--- src/rtl/time_pkg.sv ---
// Shared state encoding and default timing constants for the lap timer.
package time_pkg;

    typedef enum logic [1:0] {
        ST_IDLE  = 2'd0,
        ST_RUN   = 2'd1,
        ST_PAUSE = 2'd2
    } state_t;

    localparam int unsigned DEF_CLK_HZ    = 50_000_000;
    localparam int unsigned DEF_TICK_HZ   = 1000;
    localparam int unsigned DEF_MAX_COUNT = 999_999;

endpackage

--- src/rtl/tick_gen.sv ---
// Prescaler: strobes tick once every DIV enabled clocks; restart zeroes the phase,
// dropping en simply freezes it.
module tick_gen #(
    parameter int unsigned DIV = 2
) (
    input  logic clk,
    input  logic rst,
    input  logic en,
    input  logic restart,
    output logic tick
);

    localparam int unsigned     CW   = $clog2(DIV);
    localparam logic [CW-1:0]   LAST = CW'(DIV - 1);

    logic [CW-1:0] cnt_q, cnt_d;

    always_comb begin
        cnt_d = cnt_q;
        if (restart) begin
            cnt_d = '0;
        end else if (en) begin
            cnt_d = (cnt_q == LAST) ? '0 : cnt_q + CW'(1);
        end
    end

    always_ff @(posedge clk or posedge rst) begin
        if (rst) begin
            cnt_q <= '0;
        end else begin
            cnt_q <= cnt_d;
        end
    end

    // Decoded from the counter so elapsed advances on the same edge the phase wraps.
    assign tick = en && !restart && (cnt_q == LAST);

endmodule

--- src/rtl/lap_timer.sv ---
// Stopwatch with run/pause/clear control, prescaled elapsed count and a lap FIFO.
module lap_timer
    import time_pkg::*;
#(
    parameter int unsigned CLK_HZ    = DEF_CLK_HZ,
    parameter int unsigned TICK_HZ   = DEF_TICK_HZ,
    parameter int unsigned CNT_W     = 20,
    parameter int unsigned MAX_COUNT = DEF_MAX_COUNT,
    parameter int unsigned LAP_DEPTH = 8,
    parameter int unsigned WRAP      = 0
) (
    input  logic                         clk,
    input  logic                         rst,
    input  logic                         start_stop,
    input  logic                         lap,
    input  logic                         clear,
    input  logic                         rd_en,
    output logic [CNT_W-1:0]             rd_data,
    output logic                         rd_valid,
    output logic [CNT_W-1:0]             elapsed,
    output logic                         tick,
    output logic                         running,
    output logic [$clog2(LAP_DEPTH):0]   lap_count,
    output logic                         full,
    output logic                         empty,
    output logic                         ovf
);

    localparam int unsigned     DIV     = CLK_HZ / TICK_HZ;
    localparam int unsigned     AW      = $clog2(LAP_DEPTH);
    localparam int unsigned     PW      = AW + 1;
    localparam logic [CNT_W-1:0] MAX_C  = CNT_W'(MAX_COUNT);
    localparam logic [PW-1:0]   DEPTH_C = PW'(LAP_DEPTH);

    state_t state_q, state_d;

    logic             active;
    logic             restart;
    logic             push;
    logic             pop;

    logic [CNT_W-1:0] elapsed_q, elapsed_d;
    logic             ovf_q, ovf_d;
    logic [PW-1:0]    wr_ptr_q, wr_ptr_d;
    logic [PW-1:0]    rd_ptr_q, rd_ptr_d;
    logic [CNT_W-1:0] rd_data_q, rd_data_d;
    logic             rd_valid_q, rd_valid_d;
    logic [CNT_W-1:0] mem_q [LAP_DEPTH];

    // FSM state register
    always_ff @(posedge clk or posedge rst) begin
        if (rst) begin
            state_q <= ST_IDLE;
        end else begin
            state_q <= state_d;
        end
    end

    // FSM next state
    always_comb begin
        state_d = state_q;
        if (clear) begin
            state_d = ST_IDLE;
        end else if (start_stop) begin
            case (state_q)
                ST_IDLE:  state_d = ST_RUN;
                ST_RUN:   state_d = ST_PAUSE;
                ST_PAUSE: state_d = ST_RUN;
                default:  state_d = ST_IDLE;
            endcase
        end
    end

    // FSM outputs
    always_comb begin
        running = (state_q == ST_RUN);
        active  = (state_q != ST_IDLE);
        restart = clear || (state_q == ST_IDLE);
    end

    tick_gen #(
        .DIV(DIV)
    ) u_tick_gen (
        .clk     (clk),
        .rst     (rst),
        .en      (running),
        .restart (restart),
        .tick    (tick)
    );

    assign lap_count = wr_ptr_q - rd_ptr_q;
    assign full      = (lap_count == DEPTH_C);
    assign empty     = (wr_ptr_q == rd_ptr_q);

    // A pop frees the slot a same-cycle push lands in, so push is allowed when full && pop.
    always_comb begin
        pop        = rd_en && !empty && !clear;
        push       = lap && active && (!full || pop) && !clear;
        elapsed_d  = elapsed_q;
        ovf_d      = ovf_q;
        wr_ptr_d   = wr_ptr_q;
        rd_ptr_d   = rd_ptr_q;
        rd_data_d  = rd_data_q;
        rd_valid_d = pop;
        if (clear) begin
            elapsed_d = '0;
            ovf_d     = 1'b0;
            wr_ptr_d  = '0;
            rd_ptr_d  = '0;
            rd_data_d = '0;
        end else begin
            if (tick) begin
                if (elapsed_q == MAX_C) begin
                    ovf_d = 1'b1;
                    if (WRAP != 0) begin
                        elapsed_d = '0;
                    end
                end else begin
                    elapsed_d = elapsed_q + CNT_W'(1);
                end
            end
            if (lap && active && full && !pop) begin
                ovf_d = 1'b1;
            end
            if (push) begin
                wr_ptr_d = wr_ptr_q + PW'(1);
            end
            if (pop) begin
                rd_ptr_d  = rd_ptr_q + PW'(1);
                rd_data_d = mem_q[rd_ptr_q[AW-1:0]];
            end
        end
    end

    always_ff @(posedge clk or posedge rst) begin
        if (rst) begin
            elapsed_q  <= '0;
            ovf_q      <= 1'b0;
            wr_ptr_q   <= '0;
            rd_ptr_q   <= '0;
            rd_data_q  <= '0;
            rd_valid_q <= 1'b0;
        end else begin
            elapsed_q  <= elapsed_d;
            ovf_q      <= ovf_d;
            wr_ptr_q   <= wr_ptr_d;
            rd_ptr_q   <= rd_ptr_d;
            rd_data_q  <= rd_data_d;
            rd_valid_q <= rd_valid_d;
        end
    end

    always_ff @(posedge clk) begin
        if (push) begin
            mem_q[wr_ptr_q[AW-1:0]] <= elapsed_q;
        end
    end

    assign elapsed  = elapsed_q;
    assign ovf      = ovf_q;
    assign rd_data  = rd_data_q;
    assign rd_valid = rd_valid_q;

endmodule

--- config.mk ---
export PLATFORM = sky130hd
export DESIGN_NAME = lap_timer
export DESIGN_NICKNAME = d
export VERILOG_FILES = /design/src/rtl/time_pkg.sv /design/src/rtl/tick_gen.sv /design/src/rtl/lap_timer.sv
export SDC_FILE = /design/constraint.sdc
export NUM_CORES = 1
export LEC_CHECK = 0
export BUFFER_PORTS_ARGS = -buffer_cell sky130_fd_sc_hd__buf_4
export CORE_UTILIZATION = 50
export CTS_CLUSTER_DIAMETER = 60
export CTS_CLUSTER_SIZE = 40
export DETAILED_ROUTE_END_ITERATION = 6
export GPL_ROUTABILITY_DRIVEN = 0
export PLACE_DENSITY = 0.82
export SKIP_LAST_GASP = 1
export SLEW_MARGIN = 20
export SYNTH_ARGS = -nofsm -noshare
export SYNTH_HDL_FRONTEND = slang
export SYNTH_SLANG_ARGS = --single-unit
--- constraint.sdc ---
create_clock -name clk -period 4.1 [get_ports clk]
set_input_delay 0.82 -clock clk [delete_from_list [all_inputs] [get_ports clk]]
set_output_delay 0.82 -clock clk [all_outputs]
set_load 0.02 [all_outputs]
==> results.toml <==
[cts]
cts_made_buffers = 15
clk_pin_slew_ns = 0.11
clock_path_buffers = 3
cts_tree = "built"
cts_resized = 0
cts_sinks = 228
insertion_delay_ns = 0.51
holdBufCountCts = 0
htreeDepth = 1
cts_root_buffer = "clkbuf_16"
cts_setup_buffers = 0

[placement]
portBuffers = 55
dpl_cell_area_um2 = 10200
dp_hpwl_um = 12900
placed_cells = 908

[floorplan]
start_util = 0.518
die_area_um2 = 19500
core.rowCount = 49
io_pins = 56
die_h_um = 140
die_width_um = 140
core_area_um2 = 18300

[global_route]
grt_max_degree = 52
grt-ovfl-total = 0
grt_pass1_vias = 5852
track_usage = 0.217
antenna_found_initial = 0
grt_pass1_wl_um = 32300

[power_and_ir_drop]
p_int_mw = 3.54
swShare = 0.268
peakVddDrop_v = 0.000223
clockPowerShare = 0.342
p_leak_nw = 3.74
power.switching_mw = 1.30
power_density_nw_per_um2 = 451
combPwrFrac = 0.133
pwr-share-seq = 0.525

[logic_synthesis]
syn_area_um2 = 9470
synthFlopType = "edfxtp_1"
synth.yosys.seq_area_share = 0.687
synth_edf_count = 160
yosys_warnings = 0
synth_area_per_cell_um2 = 14.8
syn_nets = 654
synth-seq-cells = 228
synthArstFlopShare = 0.298
synthCells = 640
ys_types = 50

[timing]
rsz0062_at_grt = "false"
worst_slew_pin_slew_ns = 1.11
slew_headroom = 0.259
timing.fmax_mhz = 282
setup_violations = 0
finalSetupTns_ns = 0
hold_viol_final = 0
fin_skew_ns = 0.0486
fin_crit_ns = 3.54
slew_violations = 0
fin_crit_sh = 0.864

[routing]
drt_iter0_drc = 686
wl_um = 20500
wl_per_cell_um = 22.0
vias_per_cell = 6.31
vias = 5893
first_pass_iters = 6
route.detailed.drc = 0
drtAntennaViolNets = 0

[setup_path]
crit_fanout = 11
cp.required_ns = 4.29
setup.worst_path.start_class = "register"
worstSetupPathType = "register to register"
arrival_ns = 3.74
endpoint_kind = "register"

[run]
max_cap_violations = 0

[worst_hold_path]
hold_path_class = "input port to async pin"

[final_layout]
layout.nets = 710
final_area_um2 = 10700
antennaDiodeCount = 0
finalNonFillerCells = 934
layout-drive-gt1-share = 0.211
final_util = 0.587
area_growth_pct = 13.2

[run_status]
status = "finished, final reports clean"
cell usage after synthesis, drive strengths merged, types with 3 or more instances:
| master | number | area share |
|---|---|---|
| edfxtp | 160 | 0.51 |
| nand2 | 72 | 0.029 |
| dfrtp | 68 | 0.18 |
| nor2 | 46 | 0.018 |
| mux4 | 40 | 0.095 |
| clkbuf | 27 | 0.011 |
| a21oi | 23 | 0.012 |
| nand3 | 22 | 0.012 |
| a311oi | 20 | 0.018 |
| o21ai | 20 | 0.011 |
| inv | 15 | 0.0059 |
| o31ai | 11 | 0.0087 |
| or4 | 11 | 0.0091 |
| nand4 | 10 | 0.0066 |
| nor3 | 10 | 0.0053 |
| or3 | 9 | 0.0059 |
| buf | 8 | 0.0037 |
| ha | 7 | 0.0092 |
| a31oi | 6 | 0.0040 |
| and3 | 6 | 0.0040 |
| xnor2 | 6 | 0.0055 |
| nor2b | 5 | 0.0033 |
| a22o | 3 | 0.0028 |
| a41oi | 3 | 0.0028 |
| mux2i | 3 | 0.0032 |
| nor4 | 3 | 0.0036 |
| xor2 | 3 | 0.0028 |
final timing paths:
check	start	endpoint	slack [ns]	cells past startpoint
min	rst	rd_data[10]	0.50	2
max in group asynchronous	rst	rd_ptr_q[0]	2.81	3
max	wr_ptr_q[0]	mem_q[1][10]	0.56	10
max reg2reg	wr_ptr_q[0]	mem_q[1][10]	0.56	10
min reg2reg	u_tick_gen.cnt_q[13]	u_tick_gen.cnt_q[13]	0.53	1
min in group clk	u_tick_gen.cnt_q[13]	u_tick_gen.cnt_q[13]	0.53	1
critical path, cell delays in order (launching register included):
cell and delay [ns]:
dfrtp_1 0.55, inv_1 0.11, ha_1 0.24, fa_1 0.40, xnor2_1 0.24, nor3_1 0.11, a41oi_1 0.22, buf_4 0.19
nand2_1 0.12, nor2_1 0.72, buf_4 0.34
metal layers:
| layer | vias to the layer above | GRT usage | routed length (um) |
|---|---|---|---|
| met5 | - | 0 | 0 |
| met4 | 0 | 0.0735 | 616 |
| met3 | 52 | 0.0292 | 1250 |
| met2 | 250 | 0.373 | 10600 |
| met1 | 3000 | 0.286 | 8110 |
| li1 | 2591 | - | - |
sequential cells by signal (all words and copies together), names as in the netlist:
signal            count
mem_q               160
state_q               2
ovf                   1
u_tick_gen.cnt_q     16
rd_data              20
elapsed              20
rd_ptr_q              4
wr_ptr_q              4
rd_valid              1
layout make-up:
type	instances	area, um2
clock buffer	15	375
clock inverter	11	160
fill	1315	7550
inverter	16	60.1
multi-input combinational	361	2780
sequential	228	6510
tap	229	287
timing repair buffer	74	556
logic make-up (layout without fill, tap and decap cells):
family	after synthesis	in the layout	share of synthesized area
buffers and inverters	51	116	0.0207
DFF	228	228	0.687
muxes	45	45	0.101
and+or+nand+nor	203	203	0.104
xor gates and xnor gates	9	9	0.00832
AOI/OAI and AO/OA	96	96	0.0680
adders and majority gates	8	8	0.0114
layout by cell type (no fill, tap or decap), types with 3 or more instances in the layout:
cell       Yosys  routed
edfxtp_1     160     160
buf_4          0      74
nand2_1       72      72
dfrtp_1       68      67
nor2_1        46      46
mux4_2        40      40
a21oi_1       23      23
nand3_1       22      22
o21ai_0       20      20
a311oi_1      20      20
clkbuf_16      0      15
inv_1         14      13
o31ai_1       11      11
nand4_1       10      10
or4_1         10      10
or3_1          9       9
nor3_1        10       8
ha_1           7       7
a31oi_1        6       6
xnor2_1        6       6
and3_1         6       6
inv_12         0       6
nor2b_1        5       5
a22o_1         3       3
a41oi_1        3       3
xor2_1         3       3
mux2i_1        3       3
metrics by stage:
step / hold WS [ns] / setup slack [ns] / power, mW
after CTS: 0.522 / 0.591 / 4.87
after floorplan: 0.463 / 0.257 / 3.03
after detailed placement: 0.508 / 0.678 / 3.24
final: 0.496 / 0.556 / 4.84
after global routing: 0.558 / 0.404 / 4.99
after global placement: 0.488 / 0.809 / 3.22
power groups by stage:
| stage | clock, mW | sequential [mW] | combinational [mW] |
|---|---|---|---|
| finish | 1.65 | 2.54 | 0.644 |
| detailed placement | 0 | 2.59 | 0.649 |
| global route | 1.75 | 2.55 | 0.697 |
| global placement | 0 | 2.59 | 0.632 |
| floorplan | 0 | 2.64 | 0.400 |
| CTS | 1.68 | 2.54 | 0.650 |
(Power assumes the default switching activity.)
